<file path="config.mk">
export PLATFORM = sky130hd
export DESIGN_NAME = seven_segment_mux
export DESIGN_NICKNAME = d
export VERILOG_FILES = /design/src/rtl/seven_segment_mux.sv
export SDC_FILE = /design/constraint.sdc
export NUM_CORES = 1
export LEC_CHECK = 0
export ABC_AREA = 0
export CORE_MARGIN = 5
export CORE_UTILIZATION = 35
export DETAILED_ROUTE_END_ITERATION = 16
export PLACE_DENSITY = 0.58
export SETUP_SLACK_MARGIN = 0.2
export SYNTH_ARGS = -nofsm -noshare
export SYNTH_HDL_FRONTEND = slang
export SYNTH_SLANG_ARGS = --single-unit
</file>
<file path="constraint.sdc">
create_clock -name clk -period 5.1 [get_ports clk]
set_clock_uncertainty 0.1 [all_clocks]
set_input_delay 0.765 -clock clk [delete_from_list [all_inputs] [get_ports clk]]
set_output_delay 0.765 -clock clk [all_outputs]
set_load 0.02 [all_outputs]
</file>
<file path="src/rtl/seven_segment_mux.sv">
//----------------------------------------------------------------------------
// seven_segment_mux: two-digit multiplexed 7-segment driver with frame-aligned commit
// Rev 1.0
//----------------------------------------------------------------------------
`default_nettype none

module seven_segment_mux #(
  parameter int REFRESH_CYCLES     = 100,
  parameter bit BLANK_LEADING_ZERO = 1'b1,
  parameter bit SEG_ACTIVE_LOW     = 1'b0
) (
  input  logic       clk,
  input  logic       reset,
  input  logic       load,
  input  logic [3:0] ten_count,
  input  logic [3:0] unit_count,
  output logic [6:0] segments,
  output logic       digit
);

  localparam int            CW        = $clog2(REFRESH_CYCLES);
  localparam logic [CW-1:0] LAST      = CW'(REFRESH_CYCLES - 1);
  localparam logic [6:0]    BLANK_PAT = SEG_ACTIVE_LOW ? 7'h7F : 7'h00;

  typedef enum logic [0:0] {
    ST_BLANK = 1'b0,
    ST_SHOW  = 1'b1
  } state_t;

  state_t      state;
  state_t      state_next;
  logic [CW-1:0] count;
  logic        pending;
  logic [3:0]  pend_ten;
  logic [3:0]  pend_unit;
  logic [3:0]  shown_ten;
  logic [3:0]  shown_unit;
  logic        wrap;
  logic        commit;
  logic        digit_next;
  logic [3:0]  ten_next;
  logic [3:0]  unit_next;
  logic [3:0]  sel_val;
  logic [6:0]  glyph;
  logic [6:0]  raw_seg;
  logic [6:0]  seg_next;

  // A frame is units then tens, so the boundary is the wrap that ends the tens period.
  assign wrap       = (count == LAST);
  assign commit     = wrap & digit;
  assign digit_next = wrap ? ~digit : digit;

  always_ff @(posedge clk) begin
    if (reset) begin
      state <= ST_BLANK;
    end else begin
      state <= state_next;
    end
  end

  always_comb begin
    state_next = state;
    ten_next   = shown_ten;
    unit_next  = shown_unit;
    if (commit && load) begin
      ten_next   = ten_count;
      unit_next  = unit_count;
      state_next = ST_SHOW;
    end else if (commit && pending) begin
      ten_next   = pend_ten;
      unit_next  = pend_unit;
      state_next = ST_SHOW;
    end

    // Decode from next-cycle values so segments and digit change on the same edge.
    sel_val = digit_next ? ten_next : unit_next;
    case (sel_val)
      4'd0:    glyph = 7'h3F;
      4'd1:    glyph = 7'h06;
      4'd2:    glyph = 7'h5B;
      4'd3:    glyph = 7'h4F;
      4'd4:    glyph = 7'h66;
      4'd5:    glyph = 7'h6D;
      4'd6:    glyph = 7'h7D;
      4'd7:    glyph = 7'h07;
      4'd8:    glyph = 7'h7F;
      4'd9:    glyph = 7'h6F;
      default: glyph = 7'h79;
    endcase

    raw_seg = glyph;
    if (state_next == ST_BLANK) begin
      raw_seg = 7'h00;
    end else if (digit_next && BLANK_LEADING_ZERO && (ten_next == 4'd0)) begin
      raw_seg = 7'h00;
    end
    seg_next = SEG_ACTIVE_LOW ? ~raw_seg : raw_seg;
  end

  always_ff @(posedge clk) begin
    if (reset) begin
      count      <= '0;
      digit      <= 1'b0;
      pending    <= 1'b0;
      pend_ten   <= 4'd0;
      pend_unit  <= 4'd0;
      shown_ten  <= 4'd0;
      shown_unit <= 4'd0;
      segments   <= BLANK_PAT;
    end else begin
      count      <= wrap ? '0 : count + 1'b1;
      digit      <= digit_next;
      shown_ten  <= ten_next;
      shown_unit <= unit_next;
      segments   <= seg_next;
      if (commit) begin
        pending <= 1'b0;
      end else if (load) begin
        pending   <= 1'b1;
        pend_ten  <= ten_count;
        pend_unit <= unit_count;
      end
    end
  end

endmodule

`default_nettype wire
</file>
==> summary.md <==
| Metric | Value |
|---|---|
| Worst Path Max Fanout | `24` |
| Reg-to-reg startpoint | `count[0]` |
| Critical Path Sink | `segments[3]` |
| Clock transition at path regs | `0.06 ns` |
| Net Sw Frac | `0.2017` |
| Hold buffers post-CTS | `0` |
| Syn Nets | `194` |
| Final setup viols | `0` |
| Commonest cells in the netlist | `dfxtp_1 (33), nor2_1 (31), a21oi_1 (13)` |
| Leakage | `approximately 0.75 nW` |
| Port Buffers | `18` |
| Critical path class | `reg -> reg` |
| Largest net degree at the start of global routing | `25` |
| Avg Inst Size Synth | `9.252 um2` |
| Max Fclk | `264.3 MHz` |
| Antenna cells | `0` |
| Synth Flop Type | `dfxtp_1` |
| Status | `finished clean` |
| Post-synth EDFFs | `0` |
| Worst Setup SP | `count[0]` |
| First-pass DRT Iterations | `4` |
| IO Pins | `19` |
| Die Y | `roughly 78 um` |
| Cell taking the most area after synthesis | `dfxtp_1` |
| Die footprint | `~6100 um2` |
| Post-DRT Antenna Nets | `0` |
| Max-slew violation count | `0` |
| Worst vdd rail ir drop | `0.0001240 V` |
| Core area | `4414 um2` |
| First-pass GRT wire length | `6065 um` |
| Placed Instances | `237` |
| Clock Latency Late Sink | `between 0.2 and 0.3 ns` |
| RSZ-0062 raised after global routing | `false` |
| Seq/Total Area, Yosys | `0.4080` |
| Synth Register Bits | `33` |
| CTS tree | `built` |
| Count leader, synth | `dfxtp_1` |
| Syn. warnings | `0` |
| Setup crit start kind | `register` |
| Min Tclk post-route | `around 3.8 ns` |
| CTS buffer count | `5` |
| Routability cong. | `0.8249` |
| Number of max-cap violations | `0` |
| Dpl ws | `roughly 1.3 ns` |
| Seq pwr share | `0.488` |
| Post-CTS setup buffer count | `0` |
| Clock Tree Root | `clkbuf_8` |
| CTS resizes | `0` |
| Clock Power Share | `0.447` |
| Internal | `0.4410 mW` |
| # DRC | `0` |
| Hold Vio Cnt, Final | `0` |
| Max transition margin | `0.3128` |
| Area Overhead vs Synth | `18.47%` |
| Initial antenna violation count | `0` |
| Layout cells sized above 1 | `0.1140` |
| Total wire length | `between 3000 and 4000 um` |
| Fin Setup TNS | `0 ns` |
| Avg WL per Cell | `14.34 um` |
| R2r setup slk | `1.32 ns` |
| Crit path DAT | `3.89 ns` |
| Netlist cell types | `45` |
| Vias per cell | `5.286` |
| Vias after detailed routing | `around 1300` |
| Die X | `78.02 um` |
| Synth top area share | `0.4080` |
| Sw Pwr | `0.1115 mW` |
| Measured slew at the worst slew-check pin | `1.029 ns` |
| Worst EP required | `5.21 ns` |
| HPWL after DPL | `between 2000 and 3000 um` |
| Post-layout nets | `approximately 210` |
| CTS HTree Levels | `2` |
| Worst r2r dst | `segments[3]` |
| Max clock buf depth | `2` |
| Cell count after synthesis | `175` |
| Site row count | `24` |
| GRT Total Usage | `0.1230` |
| Hold crit path type | `reg -> reg` |
| Worst hold margin | `0.3557 ns` |
| Starting Density | `0.3668` |
| Worst-case reg-to-reg path depth | `12` |
| Asr flop ratio synth | `0` |
| Crit. End Element | `register` |
| Final period util | `0.7419` |
| Combinational share of power | `0.065` |
| Pwr dens | `a little under 300 nW/um2` |
| GRT overflow | `0` |
| Final worst slack | `1.317 ns` |
| Area contributors post-synth | `dfxtp_1 (41%), nor2_1 (7.2%), ha_1 (6.2%), mux2i_1 (4.3%), a21oi_1 (4.0%)` |
| Clk sink count | `33` |
| Hold Path Cell Cnt | `1` |
| Detailed router's first-iteration violation count | `75` |
| Layout Cells excl Fill | `245` |
| Mapped cell area | `1619 um2` |
| Vias in the first global route | `roughly 1300` |
-- worst min path at each step --
stage / from / slack (ns) / to
2_1_floorplan: count[0] / 0.32 / count[0]
3_5_place_dp: count[0] / 0.35 / count[0]
4_1_cts: count[0] / 0.36 / count[0]
3_3_place_gp: count[0] / 0.33 / count[0]
6_report: count[0] / 0.36 / count[0]
5_1_grt: count[0] / 0.40 / count[0]
-- through the flow --
stage | power (mW) | util | cell area (um2)
after CTS | 0.5607 | 0.4345 | 1918
after detailed placement | 0.3115 | 0.4082 | 1802
after global routing | 0.5769 | 0.4345 | 1918
after floorplan | 0.2971 | - | 1619
final | 0.5525 | 0.4345 | 1918
after global placement | 0.3101 | 0.4082 | 1802
-- state kept, by name, summed over array words and instances, names as in the netlist --
signal,flops
shown_unit,4
state,1
count,7
segments,7
pend_unit,4
pending,1
digit,1
pend_ten,4
shown_ten,4
-- cells in the final DEF (no fill, tap or decap), drive strengths merged, types with 4 or more instances in the layout --
cell type / instances
inv: 8
clkbuf: 7
mux2i: 7
nand3: 5
nor3: 4
dfxtp: 33
or2: 6
clkdlybuf4s50: 18
nor2: 31
nand2: 8
a21oi: 13
ha: 8
-- worst max-delay path: stages, from the launching register on --
cell     delay (ns)
dfxtp_1        0.35
ha_1           0.22
nand2_1        0.08
or3_1          0.32
nor3b_1        0.28
ha_1           0.74
nand2_2        0.30
o22a_1         0.26
nand3_1        0.11
o21ai_0        0.18
ha_1           0.36
mux2_2         0.27
a21oi_1        0.14
-- cells by family (layout without fill, tap and decap cells) --
| kind of cell | Yosys count | count (layout) | share of synthesized area |
|---|---|---|---|
| flip-flops | 33 | 33 | 0.4080 |
| adder cells (fa/ha/maj) | 8 | 8 | 0.06183 |
| AO/OA/AOI/OAI | 40 | 40 | 0.1994 |
| buffers and inverters | 16 | 34 | 0.05719 |
| XOR/XNOR | 4 | 4 | 0.02164 |
| multiplexers | 10 | 10 | 0.06414 |
| AND/OR/NAND/NOR | 64 | 64 | 0.1878 |
-- layer usage --
layer / vias to the layer above / global-route usage / wire length (um)
met5: - / 0 / 0
met4: 0 / 0.06419 / 104
met3: 8 / 0.03432 / 129
met2: 24 / 0.2070 / 1782
met1: 613 / 0.1415 / 1497
li1: 650 / - / -
-- cell type report --
type	count	area, um2
Multi-Input combinational cell	126	865.8
Inverter	8	30.03
Fill cell	431	2496
Clock inverter	1	30.03
Clock buffer	7	86.33
Sequential cell	33	660.6
Timing Repair Buffer	18	180.2
Tap cell	52	65.06
-- power by group through the flow --
stage               logic, mW  registers [mW]  clock network [mW]
detailed placement     0.0362           0.275                   0
CTS                    0.0364           0.269               0.255
finish                 0.0360           0.269               0.247
global route           0.0402           0.270               0.266
global placement       0.0353           0.275                   0
floorplan              0.0245           0.273                   0
No activity file was read; power rests on OpenSTA's default activity.
